## config.mk

```make
export PLATFORM = sky130hd
export DESIGN_NAME = iir_deemph
export DESIGN_NICKNAME = d
export VERILOG_FILES = /design/src/rtl/iir_deemph.sv
export SDC_FILE = /design/constraint.sdc
export NUM_CORES = 2
export LEC_CHECK = 0
export ABC_AREA = 1
export BUFFER_PORTS_ARGS = -buffer_cell sky130_fd_sc_hd__buf_2
export CORE_MARGIN = 1
export CORE_UTILIZATION = 67
export CTS_BUF_LIST = sky130_fd_sc_hd__clkbuf_4 sky130_fd_sc_hd__clkbuf_8
export DETAILED_ROUTE_END_ITERATION = 7
export GPL_TIMING_DRIVEN = 1
export PLACE_DENSITY = 0.84
export RECOVER_POWER = 25
export SYNTH_ARGS = -nofsm -noshare
export SYNTH_HDL_FRONTEND = slang
export SYNTH_SLANG_ARGS = --single-unit
```

## constraint.sdc

```tcl
create_clock -name clock -period 10.96 [get_ports clock]
set_input_delay 2.192 -clock clock [delete_from_list [all_inputs] [get_ports clock]]
set_output_delay 2.192 -clock clock [all_outputs]
set_load 0.01 [all_outputs]
```

## src/rtl/iir_deemph.sv

```systemverilog
// iir_deemph: per-channel de-emphasis IIR between an input FWFT FIFO and the gain-stage FIFO.
// Each iteration pops one sample, runs TAPS multiply-accumulate cycles, sums and pushes one result.
//
// state   | meaning
// S_READ  | wait for an input sample; pop it and shift the histories
// S_MAC   | one feed-forward and one feedback tap per cycle
// S_SUM   | combine the two accumulators into the output register
// S_WRITE | present the result; push when downstream has room
module iir_deemph #(
  parameter int DATA_SIZE = 32,
  parameter int TAPS      = 2,
  parameter int BITS      = 10,
  parameter logic [DATA_SIZE-1:0] X_COEFFS [TAPS] = '{32'h000000B2, 32'h000000B2},
  parameter logic [DATA_SIZE-1:0] Y_COEFFS [TAPS] = '{32'h00000000, 32'hFFFFFD66}
) (
  input  logic                 clock,
  input  logic                 reset,
  input  logic                 x_in_empty,
  output logic                 x_in_rd_en,
  input  logic [DATA_SIZE-1:0] x_in_dout,
  input  logic                 y_out_full,
  output logic                 y_out_wr_en,
  output logic [DATA_SIZE-1:0] y_out_din
);

  localparam int TAP_W = (TAPS > 1) ? $clog2(TAPS) : 1;
  localparam int PW    = 2 * DATA_SIZE;
  localparam logic signed [PW-1:0] BIAS = PW'((1 << BITS) - 1);
  localparam logic [TAP_W-1:0] LAST_TAP = TAP_W'(TAPS - 1);

  typedef enum logic [1:0] {
    S_READ  = 2'd0,
    S_MAC   = 2'd1,
    S_SUM   = 2'd2,
    S_WRITE = 2'd3
  } state_t;

  state_t state, state_nxt;

  logic signed [DATA_SIZE-1:0] x_hist [TAPS];
  logic signed [DATA_SIZE-1:0] y_hist [TAPS];
  logic signed [DATA_SIZE-1:0] sum_x, sum_y, y_reg;
  logic signed [DATA_SIZE-1:0] term_x, term_y;
  logic [TAP_W-1:0]            tap;
  logic                        pop, push, last_tap;

  // Full-width signed product, then divide by 2**BITS truncating toward zero (C semantics):
  // negative products get a bias of 2**BITS-1 before the arithmetic shift.
  function automatic logic signed [DATA_SIZE-1:0] mac_term(
    input logic signed [DATA_SIZE-1:0] coef,
    input logic signed [DATA_SIZE-1:0] val
  );
    logic signed [PW-1:0] coef_w, val_w, prod, biased, shifted;
    coef_w  = {{DATA_SIZE{coef[DATA_SIZE-1]}}, coef};
    val_w   = {{DATA_SIZE{val[DATA_SIZE-1]}}, val};
    prod    = coef_w * val_w;
    biased  = prod[PW-1] ? (prod + BIAS) : prod;
    shifted = biased >>> BITS;
    return shifted[DATA_SIZE-1:0];
  endfunction

  assign last_tap  = (tap == LAST_TAP);
  assign term_x    = mac_term(X_COEFFS[tap], x_hist[tap]);
  assign term_y    = mac_term(Y_COEFFS[tap], y_hist[tap]);
  assign pop       = x_in_rd_en;
  assign push      = y_out_wr_en;
  assign y_out_din = y_reg;

  always_ff @(posedge clock or negedge reset) begin
    if (!reset) state <= S_READ;
    else        state <= state_nxt;
  end

  always_comb begin
    state_nxt   = state;
    x_in_rd_en  = 1'b0;
    y_out_wr_en = 1'b0;
    case (state)
      S_READ: begin
        x_in_rd_en = !x_in_empty;
        if (!x_in_empty) state_nxt = S_MAC;
      end
      S_MAC: begin
        if (last_tap) state_nxt = S_SUM;
      end
      S_SUM: begin
        state_nxt = S_WRITE;
      end
      S_WRITE: begin
        y_out_wr_en = !y_out_full;
        if (!y_out_full) state_nxt = S_READ;
      end
      default: state_nxt = S_READ;
    endcase
  end

  always_ff @(posedge clock or negedge reset) begin
    if (!reset) begin
      for (int i = 0; i < TAPS; i++) begin
        x_hist[i] <= '0;
        y_hist[i] <= '0;
      end
      sum_x <= '0;
      sum_y <= '0;
      y_reg <= '0;
      tap   <= '0;
    end else begin
      if (pop) begin
        for (int i = TAPS - 1; i > 0; i--) begin
          x_hist[i] <= x_hist[i-1];
          y_hist[i] <= y_hist[i-1];
        end
        x_hist[0] <= x_in_dout;
        // Slot 0 of the feedback history holds the output still being computed.
        y_hist[0] <= '0;
        sum_x     <= '0;
        sum_y     <= '0;
        tap       <= '0;
      end
      if (state == S_MAC) begin
        sum_x <= sum_x + term_x;
        sum_y <= sum_y + term_y;
        if (!last_tap) tap <= tap + TAP_W'(1);
      end
      if (state == S_SUM) y_reg <= sum_x + sum_y;
      if (push) y_hist[0] <= y_reg;
    end
  end

endmodule
```

==> impl_metrics.toml <==
[global_route]
antenna_found_initial = 3
grtUsageTotal_pct = 37.0
grt_pass1_wl_um = 158000
grt_max_degree = 87
gr-total-overflow = 0
grt_pass1_vias = 30900

[placement]
portBuffers = 69
dpl-instance-area_um2 = 37300
dp.cells = 5444
dpl.hpwl_um = 82400
post-place-ws_ps = 514
place_congestion = 1.04

[logic_synthesis]
ys.flop_type = "dfrtp_1"
ys_seq_area_share_pct = 15.7
ys_top_cells_by_area = "fa_1 (20%), ha_1 (20%), dfrtp_1 (16%), inv_1 (11%), nand2_1 (11%)"
yosys.area.top_type = "fa_1"
synth_area_per_cell_um2 = 7.65
synth_seq_cells = 227
synth_nets = 5704
syn_area_um2 = 36200
syn-instance-count = 4731
synth.most_common_cell = "inv_1"
synth_commonest_cells = "inv_1 (1057), nand2_1 (1043), ha_1 (570)"
synth_edf_count = 0
synthDistinctLibCells = 53
synthArstFlopShare_pct = 100
netlist.area_leader.share_pct = 20.3
yosysWarnings = 0

[worst_setup_path]
critPathSlowestCell = "fa_1"
cp_num_buf_inv = 8
arrival_ps = 10940
crit_required_ps = 11520
cp_top_family = "adder cells"
path_common_cell = "nand2_1"
critical_path_class = "flop to flop"
cp-start-kind = "flop"
crit_path_end_kind = "flop"
slowest_delay_ps = 660
cp_max_fo = 26

[clock_tree]
cts_buffers = 41
worstSkewPairLatency_ps = 620
clockBufferDepth = 3
clk_pin_slew_ps = 70
cts_tree = "yes"
clock-sinks = 227
htreeDepth = 2
clock-root-buffer = "clkbuf_8"

[die]
core_area_um2 = 53000
die_h_um = 234
initial_utilization_pct = 68.3
io_pins = 70
die-area_um2 = 55000
rows = 84
die_x_um = 234

[sta]
hold_viol = 0
slew_viol_final = 128
finalSetupTns_ps = 0
worst-slew-pin-transition_ps = 4590
worst_slack_ps = 578
post-route-min-period_ps = 10380
clock-skew-final_ps = 36.6
post-route-period-util_pct = 94.7
clock.fmax_mhz = 96.3
setup-violations-final = 0
maxSlewHeadroom_pct = -206

[drt]
num_vias = 31049
dr.first_iter.drc_count = 2801
wirelength_um = 97300
routedWlPerCell_um = 17.6
ant_nets = 0
drc_errors = 0
viasPerCell = 5.62
firstDrtPassIters = 6

[final_layout]
drive_above_1_share_pct = 6.56
final_area_um2 = 38300
final_nets = 5777
stdcell_count = 5521
syn_to_final_growth_pct = 5.73

[hold_path]
hp-class = "flop to flop"

[status]
status = "complete, but fails checks"
failed_checks = "max-capacitance violations, max-slew violations"

[run]
timing.max_cap.violations = 2
-- repair_timing --
| item | 4_1_cts | 5_1_grt |
|---|---|---|
| hold buffers | 0 | 0 |
| gates resized for setup | 0 | 8 |
| setup buffers | 0 | 5 |
| endpoints found under the setup margin | 0 | 17 |
-- worst min-delay path: cells and delay by family (launching register included) --
family             cells  cell delay, ps
DFF                    1             330
AOI/OAI and AO/OA      1              60
and+or+nand+nor        1              50
-- metal layers --
| layer | part of all wire (%) | up-vias | GRT usage [%] |
|---|---|---|---|
| met1 | 44 | 14776 | 52.7 |
| met2 | 43 | 1176 | 56.9 |
| li1 | - | 14913 | - |
| met5 | 0 | - | 0 |
| met4 | 3.3 | 0 | 11.6 |
| met3 | 9.8 | 184 | 7.34 |
-- per-stage QoR --
| step | utilization, % | hold slack, ps |
|---|---|---|
| 2_1_floorplan | - | 445 |
| 3_3_place_gp | 70.5 | 458 |
| 6_report | 72.2 | 481 |
| 5_1_grt | 72.2 | 514 |
| 4_1_cts | 72.1 | 481 |
| 3_5_place_dp | 70.5 | 467 |
-- cell families after synthesis --
group	after synthesis	synth area share (%)
AND/OR/NAND/NOR	1675	19.9
buffers and inverters	1145	11.9
adder cells (fa/ha/maj)	937	40.0
AO/OA/AOI/OAI	612	9.17
flip-flops	227	15.7
XOR/XNOR	134	3.30
other	1	0.0104
-- flip-flops by register name (all words and copies together), names as in the netlist --
register	cells
y_out_din	32
last_tap	1
state	2
y_hist	64
sum_y	32
sum_x	32
x_hist	64
-- layout by cell type (no fill, tap or decap), types with 6 or more instances in the layout --
master    instances
a21oi_1         205
nand3_1         138
inv_1          1054
dfrtp_1         226
nor3_2            8
nor4_1           10
clkbuf_8         51
buf_4            19
nand3_2          11
o21a_1           10
fa_1            365
o21bai_1         14
o22ai_1          17
nand2_1        1043
o21ai_0         294
a31oi_1          13
nor2_1          250
nor2_4           10
buf_2            67
nand4_1          47
o21ai_1          12
inv_2            24
ha_1            570
nand3b_1         28
nand2_2          31
clkbuf_4          8
xnor2_1          50
xor2_1           81
or2_2            29
a21o_1           17
nor3_1           36
nor2_2           22
o211ai_1          6
-- path summary, 6_finish.rpt --
check / slack, ps / from / to / cells past startpoint
setup / recovery: 580 / last_tap / sum_y[20] / 46
hold / removal: 480 / x_hist[0] / x_hist[0] / 2
setup reg to reg: 580 / last_tap / sum_y[20] / 46
hold reg to reg: 480 / x_hist[0] / x_hist[0] / 2
max in group asynchronous: 5000 / reset / last_tap / 2
min in group asynchronous: 3220 / reset / sum_x[6] / 1
-- final cells by class --
class                   count  area [µm²]
clock buffers              59         762
fillers                  4269       14700
flip-flops and latches    227        5680
repair buffers             92         515
diodes                      2        5.00
inverters                1083        4080
multi-input cells        3359       26200
well taps                 688         861
clock inverters            11         129
Power is not shown: default switching activity piles up to over one toggle a cycle in this logic, so the estimate is an artifact.
